File: config.mk
export PLATFORM = sky130hd
export DESIGN_NAME = masked_subbytes_sequencer
export DESIGN_NICKNAME = d
export VERILOG_FILES = /design/src/rtl/masked_subbytes_sequencer_pkg.sv /design/src/rtl/masked_subbytes_sequencer_tag_pipe.sv /design/src/rtl/masked_subbytes_sequencer.sv
export SDC_FILE = /design/constraint.sdc
export NUM_CORES = 1
export LEC_CHECK = 0
export ABC_AREA = 1
export CAP_MARGIN = 10
export CORE_UTILIZATION = 30
export CTS_CLUSTER_DIAMETER = 60
export CTS_CLUSTER_SIZE = 12
export DETAILED_ROUTE_END_ITERATION = 6
export DONT_BUFFER_PORTS = 1
export GPL_ROUTABILITY_DRIVEN = 0
export SYNTH_ARGS = -nofsm -noshare
export SYNTH_HDL_FRONTEND = slang
export SYNTH_HIERARCHICAL = 1
export SYNTH_SLANG_ARGS = --single-unit
File: constraint.sdc
create_clock -name in_clock -period 1.97 [get_ports in_clock]
set_input_delay 0.2955 -clock in_clock [delete_from_list [all_inputs] [get_ports in_clock]]
set_output_delay 0.2955 -clock in_clock [all_outputs]
set_load 0.01 [all_outputs]
File: src/rtl/masked_subbytes_sequencer_pkg.sv
`default_nettype none
// ============================================================================
//  Module      : masked_subbytes_sequencer_pkg
//  Description : Shared types and helpers for the masked SubBytes sequencer:
//                byte type, sequencer FSM encoding, randomness sizing.
//  Revision    : 1.0 - initial release
// ============================================================================
package masked_subbytes_sequencer_pkg;

  typedef logic [7:0] bv8_t;

  typedef enum logic [1:0] {
    IDLE  = 2'd0,
    FEED  = 2'd1,
    DRAIN = 2'd2,
    DONE  = 2'd3
  } subbytes_seq_state_t;

  // Fresh random bits one masked GF(2^8) inversion consumes: one 18-bit
  // refresh group per share pair. Never zero, so the port always exists.
  function automatic int num_inv_random(input int ns);
    int pairs;
    pairs = (ns * (ns - 1)) / 2;
    return (pairs == 0) ? 1 : 18 * pairs;
  endfunction

  // Width of a byte index; at least one bit so single-byte jobs still work.
  function automatic int idx_width(input int n);
    return (n > 1) ? $clog2(n) : 1;
  endfunction

endpackage
`default_nettype wire

File: src/rtl/masked_subbytes_sequencer_tag_pipe.sv
`default_nettype none
// ============================================================================
//  Module      : sbox_tag_pipe
//  Description : Shift register of {valid, idx} tags that tracks bytes in
//                flight through the fixed-latency external S-box.
//  Revision    : 1.0 - initial release
// ============================================================================
module sbox_tag_pipe #(
  parameter int LATENCY = 3,
  parameter int IDX_W   = 4
) (
  input  logic             in_clock,
  input  logic             in_reset,
  input  logic             in_valid,
  input  logic [IDX_W-1:0] in_idx,
  output logic             out_valid,
  output logic [IDX_W-1:0] out_idx
);

  logic [LATENCY-1:0] valid_q, valid_d;
  logic [IDX_W-1:0]   idx_q [LATENCY];
  logic [IDX_W-1:0]   idx_d [LATENCY];

  // Next-stage values: new tag enters stage 0, every stage shifts by one.
  always_comb begin
    valid_d[0] = in_valid;
    idx_d[0]   = in_idx;
    for (int i = 1; i < LATENCY; i++) begin
      valid_d[i] = valid_q[i-1];
      idx_d[i]   = idx_q[i-1];
    end
  end

  // Tag registers; reset drops every in-flight tag so late results are ignored.
  always_ff @(posedge in_clock) begin
    if (in_reset) begin
      valid_q <= '0;
      idx_q   <= '{default: '0};
    end else begin
      valid_q <= valid_d;
      idx_q   <= idx_d;
    end
  end

  assign out_valid = valid_q[LATENCY-1];
  assign out_idx   = idx_q[LATENCY-1];

endmodule
`default_nettype wire

File: src/rtl/masked_subbytes_sequencer.sv
`default_nettype none
// ============================================================================
//  Module      : masked_subbytes_sequencer
//  Description : Streams the bytes of one masked state through a shared,
//                pipelined masked S-box and returns the substituted state
//                over a valid/ready handshake. Shares are never combined.
//  Config      : MASKED_SUBBYTES_ZEROIZE_EN - clear input/result registers on
//                handoff and blank the S-box input outside FEED.
//  Revision    : 1.0 - initial release
// ============================================================================
module masked_subbytes_sequencer
  import masked_subbytes_sequencer_pkg::*;
#(
  parameter  int NUM_SHARES   = 2,
  parameter  int NUM_BYTES    = 16,
  parameter  int SBOX_LATENCY = 3,
  localparam int NUM_RANDOM   = num_inv_random(NUM_SHARES)
) (
  input  logic                                    in_clock,
  input  logic                                    in_reset,
  input  logic                                    in_valid,
  output logic                                    out_ready,
  input  bv8_t [NUM_BYTES-1:0][NUM_SHARES-1:0]    in_state,
  input  logic                                    in_enc,
  input  logic [NUM_RANDOM-1:0]                   in_random,
  output logic                                    out_valid,
  input  logic                                    in_ready,
  output bv8_t [NUM_BYTES-1:0][NUM_SHARES-1:0]    out_state,
  output bv8_t [NUM_SHARES-1:0]                   out_sbox_a,
  output logic                                    out_sbox_enc,
  output logic [NUM_RANDOM-1:0]                   out_sbox_random,
  input  bv8_t [NUM_SHARES-1:0]                   in_sbox_b
);

  localparam int IDX_W = idx_width(NUM_BYTES);
  typedef logic [IDX_W-1:0] byte_idx_t;
  typedef bv8_t [NUM_BYTES-1:0][NUM_SHARES-1:0] job_state_t;
  localparam byte_idx_t LAST_IDX = byte_idx_t'(NUM_BYTES - 1);

  subbytes_seq_state_t state_q, state_d;
  byte_idx_t           cnt_q, cnt_d;
  job_state_t          in_q, in_d;
  job_state_t          res_q, res_d;
  logic                enc_q, enc_d;
  logic                out_valid_q, out_valid_d;
  logic                out_ready_q, out_ready_d;

  logic                push_valid;
  logic                tag_valid;
  byte_idx_t           tag_idx;

  sbox_tag_pipe #(
    .LATENCY (SBOX_LATENCY),
    .IDX_W   (IDX_W)
  ) u_tag_pipe (
    .in_clock  (in_clock),
    .in_reset  (in_reset),
    .in_valid  (push_valid),
    .in_idx    (cnt_q),
    .out_valid (tag_valid),
    .out_idx   (tag_idx)
  );

  // Sequencer next-state: accept, issue one byte per cycle, drain, hand off.
  always_comb begin
    state_d     = state_q;
    cnt_d       = cnt_q;
    in_d        = in_q;
    enc_d       = enc_q;
    res_d       = res_q;
    out_valid_d = out_valid_q;
    out_ready_d = out_ready_q;
    push_valid  = 1'b0;

    // Capture runs independently of issue; a tag only exists for FEED issues.
    if (tag_valid) begin
      res_d[tag_idx] = in_sbox_b;
    end

    case (state_q)
      IDLE: begin
        if (in_valid) begin
          in_d        = in_state;
          enc_d       = in_enc;
          cnt_d       = '0;
          out_ready_d = 1'b0;
          state_d     = FEED;
        end
      end
      FEED: begin
        push_valid = 1'b1;
        if (cnt_q == LAST_IDX) begin
          state_d = DRAIN;
        end else begin
          cnt_d = cnt_q + 1'b1;
        end
      end
      DRAIN: begin
        if (tag_valid && (tag_idx == LAST_IDX)) begin
          out_valid_d = 1'b1;
          state_d     = DONE;
        end
      end
      DONE: begin
        if (in_ready) begin
          out_valid_d = 1'b0;
          out_ready_d = 1'b1;
          state_d     = IDLE;
`ifdef MASKED_SUBBYTES_ZEROIZE_EN
          in_d        = '0;
          res_d       = '0;
          enc_d       = 1'b0;
`endif
        end
      end
      default: begin
        state_d = IDLE;
      end
    endcase
  end

  // State and datapath registers with synchronous reset.
  always_ff @(posedge in_clock) begin
    if (in_reset) begin
      state_q     <= IDLE;
      cnt_q       <= '0;
      in_q        <= '0;
      res_q       <= '0;
      enc_q       <= 1'b0;
      out_valid_q <= 1'b0;
      out_ready_q <= 1'b1;
    end else begin
      state_q     <= state_d;
      cnt_q       <= cnt_d;
      in_q        <= in_d;
      res_q       <= res_d;
      enc_q       <= enc_d;
      out_valid_q <= out_valid_d;
      out_ready_q <= out_ready_d;
    end
  end

  // S-box operand: the currently addressed byte, blanked outside FEED if zeroizing.
  always_comb begin
`ifdef MASKED_SUBBYTES_ZEROIZE_EN
    out_sbox_a = (state_q == FEED) ? in_q[cnt_q] : '0;
`else
    out_sbox_a = in_q[cnt_q];
`endif
  end

  assign out_ready       = out_ready_q;
  assign out_valid       = out_valid_q;
  assign out_state       = res_q;
  assign out_sbox_enc    = enc_q;
  assign out_sbox_random = in_random;

endmodule
`default_nettype wire

==> results of run 1 <==
-- cells in the final DEF, fill, tap and decap left out, drive strengths merged --
cell type,netlist,final
ha,6,6
inv,302,310
a21oi,262,262
clkinvlp,0,1
nand2,298,298
a31oi,1,1
buf,75,110
clkinv,2,7
o21ai,545,545
o21bai,1,1
diode,0,7
clkbuf,160,69
dlygate4sd3,0,270
nor2,555,555
dfxtp,536,536
nand3,207,207
-- state kept, by name, summed over array words and instances (netlist names) --
signal and flops:
state_q 2, u_tag_pipe/out_idx 4, u_tag_pipe/idx_d 8, in_q 256
u_tag_pipe/valid_q 3, out_valid 1, out_sbox_enc 1, out_ready 1
cnt_q 4, out_state 256
-- final timing paths --
| path | endpoint | slack, ps | cells past startpoint |
|---|---|---|---|
| setup / recovery | out_sbox_a[1] | -360 | 8 |
| hold / removal | in_q[171] | 10 | 2 |
| setup reg to reg | in_q[86] | 130 | 7 |
| hold reg to reg | u_tag_pipe/idx_d[0] | 410 | 2 |
-- stage by stage --
step           setup TNS, ps  instance area (sq um)  instances  total power [W]
2_1_floorplan              0                  21300       2950           0.0181
3_3_place_gp               0                  22400       3738           0.0205
6_report               -4300                  28400       4125           0.0333
5_1_grt                -5620                  28400       4124           0.0348
3_5_place_dp               0                  22400       3738           0.0206
4_1_cts                -4850                  28100       4111           0.0327
-- routing by layer --
layer | track usage (%) | up-vias | routed length (um)
li1 | - | 9854 | -
met1 | 25.6 | 9372 | 32800
met2 | 34.7 | 925 | 38100
met3 | 6.09 | 200 | 7790
met4 | 10.5 | 4 | 3780
met5 | 0 | - | 27
-- logic make-up after synthesis --
logic type / after synthesis
AND/OR/NAND/NOR: 1060
flip-flops: 536
AO/OA/AOI/OAI: 809
adder cells (fa/ha/maj): 6
buffers and inverters: 539
-- worst reg2reg max path, cell delays in order, from the launching register on --
cell and delay (ps):
sky130_fd_sc_hd__dfxtp_1 380, sky130_fd_sc_hd__inv_1 100, sky130_fd_sc_hd__ha_1 260, sky130_fd_sc_hd__nand2_4 200, sky130_fd_sc_hd__buf_12 260, sky130_fd_sc_hd__buf_4 320, sky130_fd_sc_hd__o21ai_0 100, sky130_fd_sc_hd__a21oi_1 140
-- power groups by stage --
stage	Combinational, W	Sequential, W	Clock [W]
3_3_place_gp	0.00731	0.0132	0
5_1_grt	0.0112	0.0131	0.0104
3_5_place_dp	0.00739	0.0132	0
6_report	0.0104	0.0130	0.00983
2_1_floorplan	0.00508	0.0130	0
4_1_cts	0.00975	0.0130	0.00998
-- layout make-up --
type / count / area [sq um] / share of cell area (%)
clock buffers: 63 / 1480 / 5.20
well taps: 940 / 1180 / 4.13
repair buffers: 386 / 4420 / 15.6
clock inverters: 14 / 141 / 0.497
diodes: 7 / 17.5 / 0.0616
inverters: 304 / 1170 / 4.13
flip-flops and latches: 536 / 10700 / 37.7
multi-input cells: 1875 / 9300 / 32.7
-- repair_timing --
| action | 4_1_cts | 5_1_grt |
|---|---|---|
| hold buffers | 273 | 1 |
| pin swaps | 48 | 28 |
| endpoints found under the hold margin | 524 | 1 |
| setup endpoints to repair | 16 | 18 |
| resized for setup | 211 | 50 |
| cloned | 13 | 7 |
| buffers inserted | 10 | 0 |
==> flow_summary.json, run 1 <==
{
  "setup_viol_count_final": 16,
  "cts.root.buffer_cell": "sky130_fd_sc_hd__clkbuf_16",
  "drt-wirelength-per-cell_um": 20.0,
  "num_vias": 20400,
  "grt-ovfl-total": 0,
  "ys_async_sr_fraction_pct": 0,
  "drt_wl_total_um": 82500,
  "result_of_the_run": "complete, but fails checks",
  "detail-route-antenna-nets": 0,
  "dieArea_sq_mm": 0.0721,
  "core_sq_mm": 0.0701,
  "first_global_vias": 18900,
  "drtIter0Drc": 1679,
  "critical_path.slowest_cell": "sky130_fd_sc_hd__dfxtp_4",
  "dominant_combinational_cell_family_by_area_after_synthesis": "simple AND/OR/NAND/NOR gates",
  "report.final.hold_viol_count": 0,
  "yosys.area_share.xor_xnor_pct": 0,
  "worst_slew_margin_rel_pct": 18.4,
  "drt_first_pass_iters": 6,
  "post-route-drc-count": 0,
  "synth_simple_gate_area_share_pct": 20.1,
  "clockPowerShare_pct": 29.6,
  "critPathLaunchType": "flip-flop",
  "critPathArrivalTime_ps": 2040,
  "netlist.area_leader.share_pct": 50.3,
  "yosysSeqAreaShare_pct": 50.3,
  "synthMostInstantiatedCell": "sky130_fd_sc_hd__nor2_1",
  "syn-num-nets": 3251,
  "rsz0062_at_grt": "yes",
  "p_sw_w": 0.0115,
  "post_synth_instance_area_sq_mm": 0.0213,
  "worstSetupPathType": "flip-flop to output pin",
  "floorplan.initialDensity_pct": 30.4,
  "critical_path.startpoint": "cnt_q[0]",
  "violations": "negative setup slack",
  "period_needed_ps": 2330,
  "synth_edf_count": 0,
  "buffer_ports.inserted": 0,
  "post_synth_mux_area_share_pct": 0,
  "cpLargestDelayFamily": "simple AND/OR/NAND/NOR gates",
  "synth_top_cells_by_count": "sky130_fd_sc_hd__nor2_1, sky130_fd_sc_hd__o21ai_0, sky130_fd_sc_hd__dfxtp_1",
  "synthTopCellsByArea": "sky130_fd_sc_hd__dfxtp_1, sky130_fd_sc_hd__o21ai_0, sky130_fd_sc_hd__nor2_1",
  "clk_pin_slew_worst_paths_ps": 60,
  "period_share_pct": 119,
  "drive_above_1_share_pct": 11.3,
  "chipWidth_um": 269,
  "hp-class": "primary input to flip-flop",
  "groute.usage.overall_pct": 21.3,
  "yosys_cell_types": 21,
  "yosys_most_used_dff": "sky130_fd_sc_hd__dfxtp_1",
  "p_comb_share_pct": 31.4,
  "antenna_found_initial": 9,
  "worst-slew-pin-transition_ps": 1220,
  "cts_tree": "done",
  "power_density_mw_per_mm2": 1170,
  "num-nets-final": 3461,
  "areaGrowthSynthToFinish_pct": 33.4,
  "synth_compound_area_share_pct": 19.0,
  "max_clock_freq_mhz": 428,
  "dpl_hpwl_um": 53500,
  "timing.final.ws_setup_ps": -365,
  "chipHeight_um": 269,
  "report.final.slew_viol_count": 0,
  "critical_path.max_fanout": 6,
  "ios": 588,
  "power.switching_fraction_pct": 34.7,
  "numCtsBuffers": 57,
  "worst_ir_drop_vdd_v": 0.000753,
  "timing.critical_path.to_type": "output pin",
  "post_synth_fa_ha_maj_area_fraction_pct": 0.352,
  "share_seq_of_total_power_pct": 39.1,
  "power_leakage_nw": 11.8,
  "worst_path_most_repeated_cell": "sky130_fd_sc_hd__nand3_1",
  "worst_hold_startpoint": "in_state[171]",
  "filler_cell_count": 6937,
  "ys_ff_latch": 536,
  "drt-vias-per-instance": 4.93,
  "max-clock-path-buffers": 3,
  "syn-mean-instance-area_sq_um": 7.23,
  "fin_worst_hold_slack_ps": 13.8,
  "final_core_util_pct": 40.6,
  "path_cells": "buf_12 -> clkbuf_16 -> buf_4 -> nand2_1 -> nand3_1 -> nand3_1 -> nand3_2 -> nand2_4",
  "worstPathRequired_ps": 1670,
  "grt_max_degree": 101,
  "syn_inst": 2950,
  "grt_pass1_wl_um": 117000,
  "critical_path.reg2reg.startpoint": "state_q[0]",
  "critical-path-max-stage-delay_ps": 370,
  "cap_violations": 0,
  "skew_ps": 25.1,
  "dpl_worst_slack_ps": 165,
  "clkSinkCount": 536,
  "ctsHtreeMaxLevel": 2,
  "yosysWarningCount": 6,
  "cell_type_with_the_largest_total_area_after_synthesis": "sky130_fd_sc_hd__dfxtp_1",
  "rows": 97,
  "internal_power_w": 0.0217,
  "timing.critical_path.buf_inv": 3,
  "insertion_delay_ps": 610
}
Power figures use the tool's default switching activity.
==> run 2, diff against run 1 <==
Settings changed: HOLD_SLACK_MARGIN set to 0.02, REMOVE_ABC_BUFFERS set to 1.
==> run 2 against run 1 <==
  * The flow still finishes with violations (negative setup slack)
  * Core utilization down 0.73 points
  * Global-route usage down 0.45 points
  * Sequential cell count unchanged
  * Largest cell class unchanged
  * Highest routed layer unchanged
  * Critical path depth unchanged
  * Worst setup slack better by 64 ps
  * Cell area down 1.8%
  * Critical endpoint is now out_sbox_a[8]
==> flow_summary.json, run 2 (synthesis results as in run 1) <==
{
  "setup_viol_count_final": 16,
  "drt-vias-per-instance": 5.04,
  "power_density_mw_per_mm2": 1170,
  "max_clock_freq_mhz": 440,
  "power_leakage_nw": 11.6,
  "worstPathRequired_ps": 1670,
  "worstSetupPathType": "flip-flop to output pin",
  "violations": "negative setup slack",
  "critical_path.max_fanout": 6,
  "cap_violations": 0,
  "timing.hold.worst_path_depth": 4,
  "drt_first_pass_iters": 5,
  "core_sq_mm": 0.0701,
  "reg2reg_setup_slack_ps": 130,
  "cts_tree": "done",
  "rsz0062_at_grt": "yes",
  "final_cell_area_sq_mm": 0.0279,
  "filler_cell_count": 7040,
  "worst_r2r_endpoint": "out_state[105]",
  "insertion_delay_ps": 610,
  "drtIter0Drc": 1959,
  "max-clock-path-buffers": 3,
  "grt-ovfl-total": 0,
  "critical_path.startpoint": "cnt_q[0]",
  "drt_wl_total_um": 81500,
  "result_of_the_run": "complete, but fails checks",
  "groute.usage.overall_pct": 20.8,
  "report.final.slew_viol_count": 0,
  "worst-slew-pin-transition_ps": 1210,
  "period_share_pct": 115,
  "clkSinkCount": 536,
  "rows": 97,
  "critPathLaunchType": "flip-flop",
  "critPathArrivalTime_ps": 1980,
  "cts.root.buffer_cell": "sky130_fd_sc_hd__clkbuf_16",
  "chipWidth_um": 269,
  "dpl_hpwl_um": 48300,
  "first_global_vias": 19500,
  "grt_max_degree": 130,
  "chipHeight_um": 269,
  "buffer_ports.inserted": 0,
  "numCtsBuffers": 59,
  "antenna_found_initial": 14,
  "floorplan.initialDensity_pct": 30.4,
  "num-nets-final": 3456,
  "worst_path_most_repeated_cell": "sky130_fd_sc_hd__nand3_1",
  "critical_path.reg2reg.startpoint": "u_tag_pipe/out_idx[2]",
  "timing.critical_path.to_type": "output pin",
  "critical-path-max-stage-delay_ps": 390,
  "clk_pin_slew_worst_paths_ps": 60,
  "drt-wirelength-per-cell_um": 19.7,
  "period_needed_ps": 2270,
  "final_core_util_pct": 39.8,
  "post-route-drc-count": 0,
  "mostFrequentLayoutCells": "sky130_fd_sc_hd__nor2_1, sky130_fd_sc_hd__dfxtp_1, sky130_fd_sc_hd__o21ai_0",
  "drive_above_1_share_pct": 8.72,
  "postPlaceCellArea_sq_mm": 0.0223,
  "path_cells": "buf_12 -> clkinv_16 -> clkbuf_16 -> nand2_1 -> nand3_1 -> nand3_1 -> nand3_2 -> nand2_2",
  "report.final.hold_viol_count": 0,
  "critical_path.slowest_cell": "sky130_fd_sc_hd__dfxtp_4",
  "ctsHtreeMaxLevel": 2,
  "areaGrowthSynthToFinish_pct": 31.0,
  "num_vias": 20800,
  "r2r_cells": 8,
  "skew_ps": 13.2,
  "hp-class": "primary input to flip-flop",
  "worst_setup_path_endpoint": "out_sbox_a[8]",
  "detail-route-antenna-nets": 0,
  "fin_worst_hold_slack_ps": 99.8,
  "worst_slew_margin_rel_pct": 18.7,
  "dieArea_sq_mm": 0.0721,
  "grt_pass1_wl_um": 116000,
  "worst_ir_drop_vdd_v": 0.000944,
  "ios": 588,
  "timing.final.ws_setup_ps": -301,
  "layout_commonest_cell": "sky130_fd_sc_hd__nor2_1",
  "setup_tns_ps": -4310,
  "dpl_worst_slack_ps": 200
}
==> run 2: cell types whose count changed in the layout (fill, tap and decap cells not counted), sizes merged <==
cell	delta
clkinv	-4
inv	+2
bufbuf	+1
buf	-18
bufinv	+1
diode	+9
clkbuf	+5
clkinvlp	+2
dlygate4sd3	+8
==> run 2: final cells by class <==
cell class | instances | area (sq um) | share of cell area, %
sequential | 536 | 10700 | 38.4
multi-input combinational | 1875 | 8770 | 31.4
timing repair buffer | 378 | 4290 | 15.4
clock buffer | 67 | 1580 | 5.65
tap | 940 | 1180 | 4.21
inverter | 304 | 1170 | 4.21
clock inverter | 14 | 153 | 0.546
antenna | 16 | 40.0 | 0.143
timing repair inverter | 1 | 11.3 | 0.0403
==> run 2: how the worst min path moves through the flow <==
| stage | start | to | slack (ps) |
|---|---|---|---|
| after floorplan | in_reset | u_tag_pipe/idx_d[0] | 370 |
| after global placement | in_reset | u_tag_pipe/idx_d[2] | 380 |
| after detailed placement | in_reset | u_tag_pipe/idx_d[6] | 380 |
| after CTS | in_valid | cnt_q[2] | 40 |
| after global routing | in_valid | cnt_q[2] | 110 |
| final | in_valid | cnt_q[2] | 100 |
==> run 2: worst max-delay path: cells and delay by family, from the launching register on <==
family	cells	cell delay, ps
simple gates	5	500
buf+inv	3	470
flops	1	390
==> run 2: where the power goes <==
group	switching, W	internal, W	leakage [nW]
sequential	0.000521	0.0124	4.38
combinational	0.00589	0.00351	6.41
clock	0.00460	0.00581	0.844
total	0.0110	0.0218	11.6
==> run 2: per-stage QoR <==
| step | cells | total power [W] |
|---|---|---|
| 2_1_floorplan | 2715 | 0.0155 |
| 4_1_cts | 4107 | 0.0322 |
| 3_5_place_dp | 3726 | 0.0202 |
| 3_3_place_gp | 3726 | 0.0201 |
| 5_1_grt | 4128 | 0.0344 |
| 6_report | 4131 | 0.0328 |
==> run 2: repair_timing <==
action	in CTS	in global routing
hold buffers	287	0
endpoints found under the hold margin	530	0
buffers inserted	5	0
cloned	8	8
endpoints found under the setup margin	16	20
pin swaps	6	14
gates resized for setup	66	54
==> run 2: routing by layer <==
layer  up-vias  global-route usage, %  wire length (um)
met5         -                      0                17
met3       258                   4.13              6130
li1       9859                      -                 -
met2      1021                   33.7             38300
met1      9683                   26.4             33500
met4         2                   10.1              3550
==> run 3, diff against run 2 <==
Settings changed: CORE_MARGIN set to 4.
==> run 3 against run 2 <==
  * The flow still finishes with violations (negative setup slack)
  * Sequential power about the same
  * Count of clock-buffer cells in the layout down 4
  * Via count fell by 1.3%
  * Total power decreased by 4.0%
  * Cell area fell by 2.1%
  * Core utilization down 0.91 points
  * Final cell count shrank 0.53%
  * Clock power is 4% lower
  * Die area is 4.5% higher
  * Sequential cell count did not move
  * Critical endpoint is now out_sbox_a[13]
  * Largest power group unchanged
  * Highest routed layer unchanged
==> flow_summary.json, run 3 (synthesis results as in run 1) <==
{
  "violations": "negative setup slack",
  "num-nets-final": 3433,
  "cts.root.buffer_cell": "sky130_fd_sc_hd__clkbuf_16",
  "worst_hold_startpoint": "in_valid",
  "core_sq_mm": 0.0703,
  "power_leakage_nw": 11.4,
  "topRoutingLayerUsed": "met5",
  "max_clock_freq_mhz": 455,
  "post-route-drc-count": 0,
  "numCtsBuffers": 56,
  "timing.critical_path.depth": 8,
  "critical-path-max-stage-delay_ps": 430,
  "critical_path.reg2reg.startpoint": "u_tag_pipe/out_idx[3]",
  "timing.hold.worst_endpoint": "out_ready",
  "layout_commonest_cell": "sky130_fd_sc_hd__nor2_1",
  "worst-slew-pin-transition_ps": 1160,
  "cts_tree": "done",
  "filler_cell_count": 7112,
  "reg2reg_setup_slack_ps": 150,
  "max-clock-path-buffers": 3,
  "drt_first_pass_iters": 7,
  "skew_ps": 21.7,
  "grt-ovfl-total": 0,
  "grt_pass1_wl_um": 117000,
  "detail-route-antenna-nets": 0,
  "route.met3.wl_um": 5710,
  "antenna_found_initial": 17,
  "final_cell_area_sq_mm": 0.0273,
  "timing.critical_path.to_type": "output pin",
  "routed-wl-met2_um": 38500,
  "hp-class": "primary input to flip-flop",
  "grt_max_degree": 113,
  "clk_pin_slew_worst_paths_ps": 60,
  "worstPathRequired_ps": 1670,
  "power_density_mw_per_mm2": 1150,
  "worst_ir_drop_vdd_v": 0.000777,
  "worst_path_most_repeated_cell": "sky130_fd_sc_hd__nand3_1",
  "critPathArrivalTime_ps": 1900,
  "num_vias": 20500,
  "critical_path.slowest_cell": "sky130_fd_sc_hd__dfxtp_4",
  "buffer_ports.inserted": 0,
  "drt-vias-per-instance": 5.00,
  "result_of_the_run": "complete, but fails checks",
  "dpl_hpwl_um": 50200,
  "fin_total_pwr_w": 0.0315,
  "critical_path.max_fanout": 14,
  "floorplan.initialDensity_pct": 30.3,
  "worst_slew_margin_rel_pct": 22.6,
  "critPathLaunchType": "flip-flop",
  "ios": 588,
  "period_share_pct": 112,
  "drt-met1-wl_um": 32900,
  "areaGrowthSynthToFinish_pct": 28.3,
  "worst_r2r_endpoint": "out_state[97]",
  "chipWidth_um": 275,
  "cpLargestDelayFamily": "simple AND/OR/NAND/NOR gates",
  "final_core_util_pct": 38.9,
  "setup_viol_count_final": 16,
  "chipHeight_um": 275,
  "period_needed_ps": 2200,
  "rsz0062_at_grt": "yes",
  "ctsHtreeMaxLevel": 2,
  "worstSetupPathType": "flip-flop to output pin",
  "timing.final.ws_setup_ps": -229,
  "r2r_cells": 7,
  "drt-wirelength-per-cell_um": 19.8,
  "timing.critical_path.buf_inv": 3,
  "drtIter0Drc": 1644,
  "clkSinkCount": 536,
  "timing.hold.worst_path_depth": 4,
  "postPlaceCellArea_sq_mm": 0.0222,
  "groute.usage.overall_pct": 19.9,
  "insertion_delay_ps": 610,
  "cap_violations": 0,
  "first_global_vias": 19500,
  "mostFrequentLayoutCells": "sky130_fd_sc_hd__nor2_1, sky130_fd_sc_hd__o21ai_0, sky130_fd_sc_hd__dfxtp_1",
  "drt_wl_total_um": 81400,
  "report.final.slew_viol_count": 0,
  "rows": 97,
  "drive_above_1_share_pct": 6.73,
  "dieArea_sq_mm": 0.0754,
  "report.final.hold_viol_count": 0,
  "path_cells": "inv_8 -> buf_16 -> buf_12 -> nand2_1 -> nand3_1 -> nand3_1 -> nand3_1 -> nand2_2"
}
-- run 3: changes by cell type in the layout (fill, tap and decap cells not counted), moves of 4 or more --
cell | before | now
sky130_fd_sc_hd__nand2_4 | 7 | 3
sky130_fd_sc_hd__inv_8 | 7 | 3
sky130_fd_sc_hd__buf_6 | 0 | 5
sky130_fd_sc_hd__o21ai_1 | 16 | 9
sky130_fd_sc_hd__clkbuf_16 | 68 | 61
sky130_fd_sc_hd__nand3_2 | 50 | 22
sky130_fd_sc_hd__buf_4 | 49 | 34
sky130_fd_sc_hd__nand3_1 | 157 | 184
sky130_fd_sc_hd__o21ai_2 | 6 | 0
sky130_fd_sc_hd__nand2_2 | 18 | 14
sky130_fd_sc_hd__nand2_1 | 273 | 281
sky130_fd_sc_hd__buf_16 | 10 | 4
sky130_fd_sc_hd__o21ai_0 | 523 | 536
-- run 3: layer usage --
layer / GRT usage [%] / up-vias
met5: 0 / -
met4: 9.96 / 2
met3: 4.03 / 295
met2: 32.8 / 911
met1: 24.7 / 9535
li1: - / 9806
-- run 3: layout make-up --
type | count | area (sq um) | area share [%]
sequential | 536 | 10700 | 39.3
multi-input combinational | 1875 | 8580 | 31.4
timing repair buffer | 359 | 4010 | 14.7
clock buffer | 63 | 1480 | 5.41
tap | 940 | 1180 | 4.30
inverter | 304 | 1160 | 4.23
clock inverter | 14 | 156 | 0.572
antenna | 18 | 45.0 | 0.165
-- run 3: timing repair --
action | 4_1_cts | 5_1_grt
endpoints found under the hold margin | 530 | 0
pin swaps | 4 | 5
setup buffers | 2 | 1
cloned | 4 | 6
endpoints found under the setup margin | 16 | 17
gates resized for setup | 28 | 39
hold buffers | 286 | 0
-- run 3: where the power goes --
group / internal, W / switching, W / total (W)
registers: 0.0124 / 0.000535 / 0.0130
clock network: 0.00556 / 0.00442 / 0.00998
logic: 0.00311 / 0.00540 / 0.00851
total: 0.0211 / 0.0104 / 0.0315
-- run 3: worst max path at each step --
stage | endpoint | startpoint
final | out_sbox_a[13] | cnt_q[0]
after global routing | out_sbox_a[3] | cnt_q[0]
after CTS | out_sbox_a[5] | cnt_q[0]
after detailed placement | in_q[148] | state_q[0]
after global placement | cnt_q[3] | cnt_q[1]
after floorplan | out_ready | state_q[0]
-- run 3: per-stage QoR --
stage,hold slack [ps],instances,worst slack (ps),setup TNS (ps)
6_report,79.5,4109,-229,-3010
3_3_place_gp,382,3715,276,0
4_1_cts,33.7,4084,-285,-4330
5_1_grt,93.2,4108,-333,-4740
3_5_place_dp,382,3715,245,0
2_1_floorplan,367,2715,-9490,-2885320
-- run 3: worst min-delay path, delay by kind of cell --
family	cells	cell delay, ps
AND/OR/NAND/NOR	3	340
buffers and inverters	1	20
